==> src/rtl/clk_cal_pkg.sv <==
// clk_cal_pkg: states, field codes, widths and the calendar
// day-limit helper shared by the set-mode controller.
package clk_cal_pkg;

  localparam int HR_W  = 5;
  localparam int MIN_W = 6;
  localparam int DAY_W = 5;
  localparam int MON_W = 4;
  localparam int YR_W  = 12;

  typedef enum logic [2:0] {
    S_IDLE   = 3'd0,
    S_HOUR   = 3'd1,
    S_MIN    = 3'd2,
    S_DAY    = 3'd3,
    S_MONTH  = 3'd4,
    S_YEAR   = 3'd5,
    S_COMMIT = 3'd6
  } state_t;

  localparam logic [2:0] F_NONE  = 3'd0;
  localparam logic [2:0] F_HOUR  = 3'd1;
  localparam logic [2:0] F_MIN   = 3'd2;
  localparam logic [2:0] F_DAY   = 3'd3;
  localparam logic [2:0] F_MONTH = 3'd4;
  localparam logic [2:0] F_YEAR  = 3'd5;

  function automatic logic [DAY_W-1:0] days_in_month(
    input logic [MON_W-1:0] month,
    input logic [YR_W-1:0]  year
  );
    logic leap;
    leap = ((year[1:0] == 2'd0) && ((year % 12'd100) != 12'd0))
        || ((year % 12'd400) == 12'd0);
    case (month)
      4'd4, 4'd6, 4'd9, 4'd11: days_in_month = 5'd30;
      4'd2:    days_in_month = leap ? 5'd29 : 5'd28;
      default: days_in_month = 5'd31;
    endcase
  endfunction

endpackage

==> src/rtl/btn_repeat.sv <==
// btn_repeat: rising-edge step plus hold-to-repeat for one
// debounced button; hold suppresses steps and clears the counter.
module btn_repeat #(
  parameter int unsigned REPEAT_DELAY = 50_000_000,
  parameter int unsigned REPEAT_RATE  = 10_000_000
) (
  input  logic clk,
  input  logic reset,
  input  logic btn,
  input  logic hold,
  output logic step
);

  logic        btn_q;
  logic        rep;
  logic [31:0] cnt;
  logic [31:0] limit;
  logic        rise;
  logic        at_limit;

  assign rise     = btn & ~btn_q;
  assign limit    = rep ? REPEAT_RATE : REPEAT_DELAY;
  assign at_limit = btn && (cnt == limit);
  assign step     = !hold && (rise || at_limit);

  // cnt holds cycles elapsed since the edge or since the last repeat
  always_ff @(posedge clk or posedge reset) begin
    if (reset) begin
      btn_q <= 1'b0;
      rep   <= 1'b0;
      cnt   <= '0;
    end else begin
      btn_q <= btn;
      if (hold || !btn) begin
        rep <= 1'b0;
        cnt <= '0;
      end else if (rise) begin
        rep <= 1'b0;
        cnt <= 32'd1;
      end else if (at_limit) begin
        rep <= 1'b1;
        cnt <= 32'd1;
      end else begin
        cnt <= cnt + 32'd1;
      end
    end
  end

endmodule

==> src/rtl/set_mode_ctrl.sv <==
// set_mode_ctrl: button-driven hour/min/day/month/year editor.
// Optional idle abandon via SET_CTRL_TIMEOUT_EN.
module set_mode_ctrl
  import clk_cal_pkg::*;
#(
  parameter int unsigned REPEAT_DELAY   = 50_000_000,
  parameter int unsigned REPEAT_RATE    = 10_000_000,
  parameter int unsigned TIMEOUT_CYCLES = 1_000_000_000
) (
  input  logic              clk_100MHz,
  input  logic              reset,
  input  logic              btn_mode,
  input  logic              btn_up,
  input  logic              btn_down,
  input  logic [HR_W-1:0]   cur_hour,
  input  logic [MIN_W-1:0]  cur_min,
  input  logic [DAY_W-1:0]  cur_day,
  input  logic [MON_W-1:0]  cur_month,
  input  logic [YR_W-1:0]   cur_year,
  output logic              set_active,
  output logic              load,
  output logic [16:0]       time_word,
  output logic [20:0]       date_word,
  output logic [2:0]        field
);

  state_t state, state_d;
  logic [HR_W-1:0]  hour, hour_d;
  logic [MIN_W-1:0] minute, minute_d;
  logic [DAY_W-1:0] day, day_d;
  logic [MON_W-1:0] month, month_d;
  logic [YR_W-1:0]  year, year_d;
  logic [DAY_W-1:0] max_cur, max_new;

  logic mode_q, mode_rise;
  logic both, up_step, dn_step, inc, dec;
  logic timeout;

  assign mode_rise = btn_mode & ~mode_q;
  assign both      = btn_up & btn_down;
  assign inc       = up_step & ~mode_rise;
  assign dec       = dn_step & ~mode_rise;
  assign max_cur   = days_in_month(month, year);

  btn_repeat #(
    .REPEAT_DELAY(REPEAT_DELAY),
    .REPEAT_RATE (REPEAT_RATE)
  ) u_up (
    .clk  (clk_100MHz),
    .reset(reset),
    .btn  (btn_up),
    .hold (both),
    .step (up_step)
  );

  btn_repeat #(
    .REPEAT_DELAY(REPEAT_DELAY),
    .REPEAT_RATE (REPEAT_RATE)
  ) u_dn (
    .clk  (clk_100MHz),
    .reset(reset),
    .btn  (btn_down),
    .hold (both),
    .step (dn_step)
  );

`ifdef SET_CTRL_TIMEOUT_EN
  logic [31:0] idle_cnt;
  logic        any_btn;

  assign any_btn = btn_mode | btn_up | btn_down;
  assign timeout = (state != S_IDLE) && !any_btn
                && (idle_cnt == TIMEOUT_CYCLES - 32'd1);

  always_ff @(posedge clk_100MHz or posedge reset) begin
    if (reset)
      idle_cnt <= '0;
    else if (state == S_IDLE || any_btn)
      idle_cnt <= '0;
    else
      idle_cnt <= idle_cnt + 32'd1;
  end
`else
  logic unused_timeout;
  assign unused_timeout = |TIMEOUT_CYCLES;
  assign timeout = 1'b0;
`endif

  always_ff @(posedge clk_100MHz or posedge reset) begin
    if (reset) begin
      state  <= S_IDLE;
      mode_q <= 1'b0;
      hour   <= '0;
      minute <= '0;
      day    <= 5'd1;
      month  <= 4'd1;
      year   <= '0;
    end else begin
      state  <= state_d;
      mode_q <= btn_mode;
      hour   <= hour_d;
      minute <= minute_d;
      day    <= day_d;
      month  <= month_d;
      year   <= year_d;
    end
  end

  always_comb begin
    state_d  = state;
    hour_d   = hour;
    minute_d = minute;
    day_d    = day;
    month_d  = month;
    year_d   = year;
    case (state)
      S_IDLE: if (mode_rise) begin
        state_d  = S_HOUR;
        hour_d   = cur_hour;
        minute_d = cur_min;
        day_d    = cur_day;
        month_d  = cur_month;
        year_d   = cur_year;
      end
      S_HOUR: begin
        if (mode_rise) state_d = S_MIN;
        else if (inc) hour_d = (hour == 5'd23) ? 5'd0 : hour + 5'd1;
        else if (dec) hour_d = (hour == 5'd0) ? 5'd23 : hour - 5'd1;
      end
      S_MIN: begin
        if (mode_rise) state_d = S_DAY;
        else if (inc) minute_d = (minute == 6'd59) ? 6'd0 : minute + 6'd1;
        else if (dec) minute_d = (minute == 6'd0) ? 6'd59 : minute - 6'd1;
      end
      S_DAY: begin
        if (mode_rise) state_d = S_MONTH;
        else if (inc) day_d = (day >= max_cur) ? 5'd1 : day + 5'd1;
        else if (dec) day_d = (day <= 5'd1) ? max_cur : day - 5'd1;
      end
      S_MONTH: begin
        if (mode_rise) state_d = S_YEAR;
        else if (inc) month_d = (month >= 4'd12) ? 4'd1 : month + 4'd1;
        else if (dec) month_d = (month <= 4'd1) ? 4'd12 : month - 4'd1;
      end
      S_YEAR: begin
        if (mode_rise) state_d = S_COMMIT;
        else if (inc) year_d = year + 12'd1;
        else if (dec) year_d = year - 12'd1;
      end
      default: state_d = S_IDLE;
    endcase
    // keep day legal for whatever month/year will be registered
    if (day_d > max_new) day_d = max_new;
    if (timeout) state_d = S_IDLE;
  end

  assign max_new = days_in_month(month_d, year_d);

  always_comb begin
    set_active = (state != S_IDLE);
    load       = (state == S_COMMIT);
    case (state)
      S_HOUR:  field = F_HOUR;
      S_MIN:   field = F_MIN;
      S_DAY:   field = F_DAY;
      S_MONTH: field = F_MONTH;
      S_YEAR:  field = F_YEAR;
      default: field = F_NONE;
    endcase
  end

  assign time_word = {hour, minute, 6'd0};
  assign date_word = {day, month, year};

endmodule

==> config.mk <==
export PLATFORM = sky130hd
export DESIGN_NAME = set_mode_ctrl
export DESIGN_NICKNAME = d
export VERILOG_FILES = /design/src/rtl/clk_cal_pkg.sv /design/src/rtl/btn_repeat.sv /design/src/rtl/set_mode_ctrl.sv
export SDC_FILE = /design/constraint.sdc
export NUM_CORES = 1
export LEC_CHECK = 0
export ABC_AREA = 1
export CAP_MARGIN = 20
export CORE_UTILIZATION = 60
export DETAILED_ROUTE_END_ITERATION = 8
export PLACE_DENSITY = 0.83
export SYNTH_ARGS = -nofsm -noshare
export SYNTH_HDL_FRONTEND = slang
export SYNTH_SLANG_ARGS = --single-unit
==> constraint.sdc <==
create_clock -name clk_100MHz -period 6.58 [get_ports clk_100MHz]
set_input_delay 0.658 -clock clk_100MHz [delete_from_list [all_inputs] [get_ports clk_100MHz]]
set_output_delay 0.658 -clock clk_100MHz [all_outputs]
set_load 0.02 [all_outputs]
==> results by stage <==
Die:
- The die is 124 um tall.
- 80 I/O pins were placed.
- The area of the core is 0.0145 mm^2.
- For this configuration, the core starts out at a cell density of 61.4%.
- Row generation in the floorplan step produced 44 rows.
- The width of the die is 124 um.
- The area of the die is 0.0154 mm^2.

Logic synthesis:
- The yosys synthesis warning count is 0.
- The synthesized netlist occupies a cell area of 0.00893 mm^2.
- The post-synthesis cell count is 1,362.
- The most common cell in the synthesized netlist is nand2_1.
- The xor/xnor share of the synthesized area is 3.24%.
- The mux contribution to synthesized area is 0.112%.
- The total of flip-flops plus latches after synthesis is 104.
- The share of synthesized flip-flops with an asynchronous set or reset is 100%.
- The biggest area contributor in the post-synthesis netlist is dfrtp_1.
- The combinational family with the most area after synthesis is simple AND/OR/NAND/NOR gates.
- After synthesis, the mean cell area works out to 6.55 um^2.
- Summing the areas of all fa, ha and maj instances in the mapped netlist gives 3.78% of the synthesized area.
- In this run, synthesis inferred 0 flip-flops with an integrated enable.
- The synthesized netlist contains 56 unique library cells.
- The simple-gate portion of the synthesized area is 37.7%.
- The compound-cell area share of the yosys netlist is 14.7%.
- The leading register cell type out of synthesis is dfrtp_1.
- In the synthesized netlist, the cells that appear most often are 295 x nand2_1, 189 x inv_1, 165 x nor2_1.
- Of the post-synthesis cell area, the dominant cell type holds 28.6%.
- The sequential cell area fraction in the yosys report is 29.2%.
- By area the synthesized netlist is led by dfrtp_1 29%, nand2_1 12%, inv_1 7.9%.

Place:
- After legalization and detailed placement, the total HPWL measured 17,200 um.
- The congestion estimate from routability-driven global placement came to 0.978.
- Input and output buffers added on the ports amount to 73.

Job:
- The tool flagged a number of max-cap violations equal to 0.

Worst setup path:
- For the worst setup path, the data required time is 6.81 ns.
- The cell seen most often among critical-path stages is nand2_1.
- Grouping stages by cell kind, the critical path spends the most delay in simple AND/OR/NAND/NOR gates.
- The slowest stage of the critical path is the clkdlybuf4s50_1 cell.
- The largest single stage delay on the critical path is 0.52 ns.
- The largest fanout on the critical path is 7.
- STA classifies the critical path startpoint as an input port.
- The startpoint-to-endpoint class of the critical path is input port to register.
- The element type at the critical path end is a register.
- STA puts the critical path data arrival time at 6.40 ns.
- The critical path buffer and inverter count is 7.

Layout:
- Summing all flip-flop and latch instances after layout gives 0.00261 mm^2.
- After filler insertion, the fill cell instance count of the layout stands at 1,154.
- The area of the multi-input gates is 0.00560 mm^2.
- From synthesis to final layout, the design area changed by 20.2%.
- The share of cells above drive strength 1 is 15.4%.
- For this run, the post-layout net count is 1,535.
- The final antenna diode count is 0.

Global routing:
- In the global route stage, overall resource usage came out at 30.9%.
- The first global-routing pass estimated 37,700 um of wire.
- The number of global-route vias before repair was 8,453.
- The number of antenna violations at the first check in global routing is 0.
- The maximum number of pins on one net before global-route repair is 57.
- Global routing finished with a remaining overflow of 0.

Route:
- For this run, the detailed router's first-pass iteration total came to 6.
- The total via count in the routed design is 9,520.
- The total wirelength of the detailed-routed design is 24,000 um.
- The average wire per standard cell is 14.4 um.
- In the routed layout, each cell is associated on average with a via count of 5.73.
- After the first detailed-routing iteration, the DRC count stood at 828.
- The DRC violations left is 0.
- In this run the remaining antenna-violating nets after routing total 0.

Clocking:
- The number of CTS-inserted buffers is 9.
- The total of hold buffers inserted after clock tree synthesis is 0.
- The clock slew seen by the registers of the worst setup and hold paths is 0.08 ns.
- In this run the number of H-tree levels came out at 3.
- The clock latency on the worst-skew pair is 0.37 ns.
- The root buffer cell chosen for the clock tree is clkbuf_16.
- The deepest clock path buffer count is 2.
- The clock tree from TritonCTS is built.
- The clock net in this run drives a total of 104 sinks.

Timing:
- The final clock period utilization by the worst path is 93.8%.
- The worst relative slew slack is 34.0%.
- The hold violation total from the final report came to 0.
- The smallest clock period supported by the final layout is computed as 6.17 ns.
- For the pin with the worst max-slew slack, the measured transition is 0.986 ns.
- The highest clock frequency the design can meet is 162 MHz.
- The max-slew violation count came to 0.
- Across all hold checks on the routed design, the worst slack comes to 0.536 ns.
- Setup violations remaining at the end of the flow were counted as 0.
- On the final layout, the worst clock skew is 0.00820 ns.

Worst hold path:
- The class of the worst hold path is register to register.

Run status:
- The run finished with clean final reports.
[cell type report]
class	count	share of cell area [%]
timing repair buffer	123	10.3
clock buffer	11	2.26
multi-input combinational	1006	52.2
inverter	227	8.05
sequential	104	24.3
clock inverter	5	0.653
tap	184	2.15
[sequential cells by signal, summed over array words and instances, names as in the netlist, 3 cells and up]
name      cells
month         4
hour          5
year         12
u_up.cnt     32
minute        6
state         3
day           5
u_dn.cnt     32
[worst min-delay path, stage by stage (launching register included)]
cell and delay (ns):
dfrtp_1 0.37, inv_2 0.07, a21oi_1 0.06
[layer usage]
metal / up-vias / GRT usage [%] / wire, um
li1: 4653 / - / -
met5: - / 0 / 0
met2: 469 / 50.6 / 11200
met3: 58 / 5.04 / 2000
met4: 0 / 11.3 / 613
met1: 4340 / 41.2 / 10100
[worst paths after layout]
path	depth (start not counted)	slack, ns	to	start
min in group asynchronous	2	0.76	mode_q	reset
worst max-delay path	51	0.41	day[1]	btn_up
worst min register to register	2	0.54	u_dn.cnt[4]	u_dn.cnt[4]
worst max register to register	54	0.43	day[1]	u_dn.cnt[0]
max in group asynchronous	3	4.71	hour[3]	reset
worst min-delay path	2	0.54	u_dn.cnt[4]	u_dn.cnt[4]
[through the flow]
step           cells  TNS [ns]  setup slack [ns]  cell area, um^2  utilization [%]
6_report        1660         0             0.409            10700             73.8
5_1_grt         1660    -0.294            -0.164            10700             73.8
4_1_cts         1634         0            0.0818            10200             70.5
3_5_place_dp    1618    -0.345            -0.187             9930             68.3
3_3_place_gp    1618         0             0.127             9930             68.3
2_1_floorplan   1367         0             0.713             8940                -
[layout by cell type, fill, tap and decap left out, types with 4 or more instances in the layout]
master           count
nand2_4             21
conb_1               6
o211ai_1            10
o21ai_1              6
a211oi_1             4
buf_4               49
a21oi_1             80
inv_1              181
nand3_2             10
dfrtp_1            100
nor3_1              42
a22oi_1              8
nand4_1             35
nor2_4              13
clkbuf_16            9
nor4_1              12
o221ai_1             5
nand3_1             81
o21a_1               6
o311ai_0             4
a221oi_1             8
nand2_2             34
inv_2               39
nor2_1             151
clkdlybuf4s50_1     73
a31oi_1              6
xnor2_1              7
o21ai_0             67
nand2_1            278
xor2_1              26
nand3_4              8
nor2_2              13
ha_1                26
[what timing repair did]
item | 4_1_cts | 5_1_grt
setup buffers | 0 | 26
gates resized for setup | 0 | 87
setup endpoints to repair | 0 | 2
[logic make-up (layout without fill, tap and decap cells)]
| group | count (synthesis) | count (layout) |
|---|---|---|
| XOR/XNOR | 33 | 33 |
| buffers and inverters | 257 | 366 |
| other | 1 | 6 |
| AO/OA/AOI/OAI | 224 | 224 |
| multiplexers | 1 | 1 |
| flip-flops | 104 | 104 |
| adder cells (fa/ha/maj) | 27 | 27 |
| AND/OR/NAND/NOR | 715 | 715 |
Power is not shown: default switching activity piles up to over one toggle a cycle in this logic, so the estimate is an artifact.
==> patch: new RTL, same flow settings <==
Build with the macro `SET_CTRL_TIMEOUT_EN` defined.
--- a/src/rtl/set_mode_ctrl.sv
+++ b/src/rtl/set_mode_ctrl.sv
@@ -1,5 +1,7 @@
 // set_mode_ctrl: button-driven hour/min/day/month/year editor.
 // Optional idle abandon via SET_CTRL_TIMEOUT_EN.
+`define SET_CTRL_TIMEOUT_EN
+
 module set_mode_ctrl
   import clk_cal_pkg::*;
 #(
Function: no difference found for any inputs over 4 cycles, from zero or initial values and one cycle with reset high; that may be too few to reach the edited logic, so the function may still have changed.
==> patch against the original RTL <==
- worst setup slack improved by 110 ps
- sequential cell count increased by 32
- final cell count increased by 15%
- design area increased by 14%
- routed wire length increased by 12%
- area after synthesis increased by 19%
- maximum frequency increased by 1.8%
- critical endpoint unchanged
Power is left out: the tool's default activity adds up to more than one toggle a clock period on the data nets, which glitch-free logic cannot reach.
==> patch: results <==
export IMPL_drive_gt1_share_pct=10.1
export IMPL_regArea_um2=3410
export IMPL_reg_top3="idle_cnt (32), u_dn.cnt (32), u_up.cnt (32)"
export IMPL_layout_comb_gates_multi_input=1167
export IMPL_clk_pin_slew_ps=60
export IMPL_finalInstanceArea_um2=12300
export IMPL_grt_pass1_vias=9992
export IMPL_inverters_excl_clock=249
export IMPL_fin_skew_ps=9.60
export IMPL_grt_max_degree=79
export IMPL_seq_cells=136
export IMPL_clk_latency_ps=430
export IMPL_yosysSeqAreaShare_pct=32.1
export IMPL_dp_hpwl_um=19300
export IMPL_place_gp_congestion=0.952
export IMPL_synth_cell_type_count=62
export IMPL_synthTopCellsByArea="dfrtp_1, nand2_1, inv_1"
export IMPL_numCtsBuffers=17
export IMPL_dp_cells=1858
export IMPL_worst_pin_slew_ps=984
export IMPL_dr_first_iter_drc_count=753
export IMPL_grt_first_pass_wirelength_um=45100
export IMPL_placed_area_um2=11500
export IMPL_crit_arrival_ps=6370
export IMPL_n_tap_cell=225
export IMPL_synthCells=1579
export IMPL_crit_path_max_fanout=6
export IMPL_nClkBuffers=22
export IMPL_nNetsFinal=1731
export IMPL_first_pass_iters=8
export IMPL_status="complete, no violations"
export IMPL_grt_use_total_pct=30.3
export IMPL_instances_no_fill=1905
export IMPL_slowest_delay_ps=470
export IMPL_buffers=96
export IMPL_crit_path_top_delay_cell="dfrtp_2"
export IMPL_fillers=1423
export IMPL_route_vias_total=10700
export IMPL_buf_share_pct=7.36
patch: changes by cell type after synthesis, sizes merged, moves of 6 or more:
cell   before  now
nor3       45   66
dfrtp     102  134
nor3b       2    8
nor2      179  226
inv       220  245
o21ai      76   65
a21oi      83   96
nand2     333  391
nand3      99  115
a31oi       6   14
patch: metrics by stage:
step           setup WS, ps  TNS [ps]
6_report                516         0
3_3_place_gp            305         0
5_1_grt               -59.6      -104
3_5_place_dp            151         0
2_1_floorplan          1000         0
4_1_cts                81.2         0
patch: logic make-up after synthesis:
family | synth area share, %
AO/OA/AOI/OAI | 13.8
XOR/XNOR | 2.81
adder cells (fa/ha/maj) | 3.19
buffers and inverters | 10.6
flip-flops | 32.1
multiplexers | 0.189
other | 0.0354
AND/OR/NAND/NOR | 37.3
patch: metal layers:
| metal | part of all wire (%) | vias up | GRT usage (%) |
|---|---|---|---|
| met2 | 49 | 390 | 51.5 |
| met1 | 43 | 4955 | 38.7 |
| met3 | 6.6 | 50 | 4.50 |
| li1 | - | 5337 | - |
| met5 | 0 | - | 0 |
| met4 | 2.2 | 0 | 11.9 |
patch: worst paths after layout:
| check | from | to | slack [ps] | depth (start not counted) |
|---|---|---|---|---|
| max | year[7] | day[1] | 520 | 53 |
| min | idle_cnt[0] | idle_cnt[0] | 450 | 1 |
| min in group asynchronous | reset | idle_cnt[6] | 680 | 2 |
| min reg2reg | idle_cnt[0] | idle_cnt[0] | 450 | 1 |
| max reg2reg | year[7] | day[1] | 520 | 53 |
| max in group asynchronous | reset | u_dn.cnt[2] | 4510 | 3 |
patch: timing repair:
item / CTS / global route
setup endpoints to repair: 0 / 2
buffers inserted: 0 / 15
gates resized for setup: 0 / 18
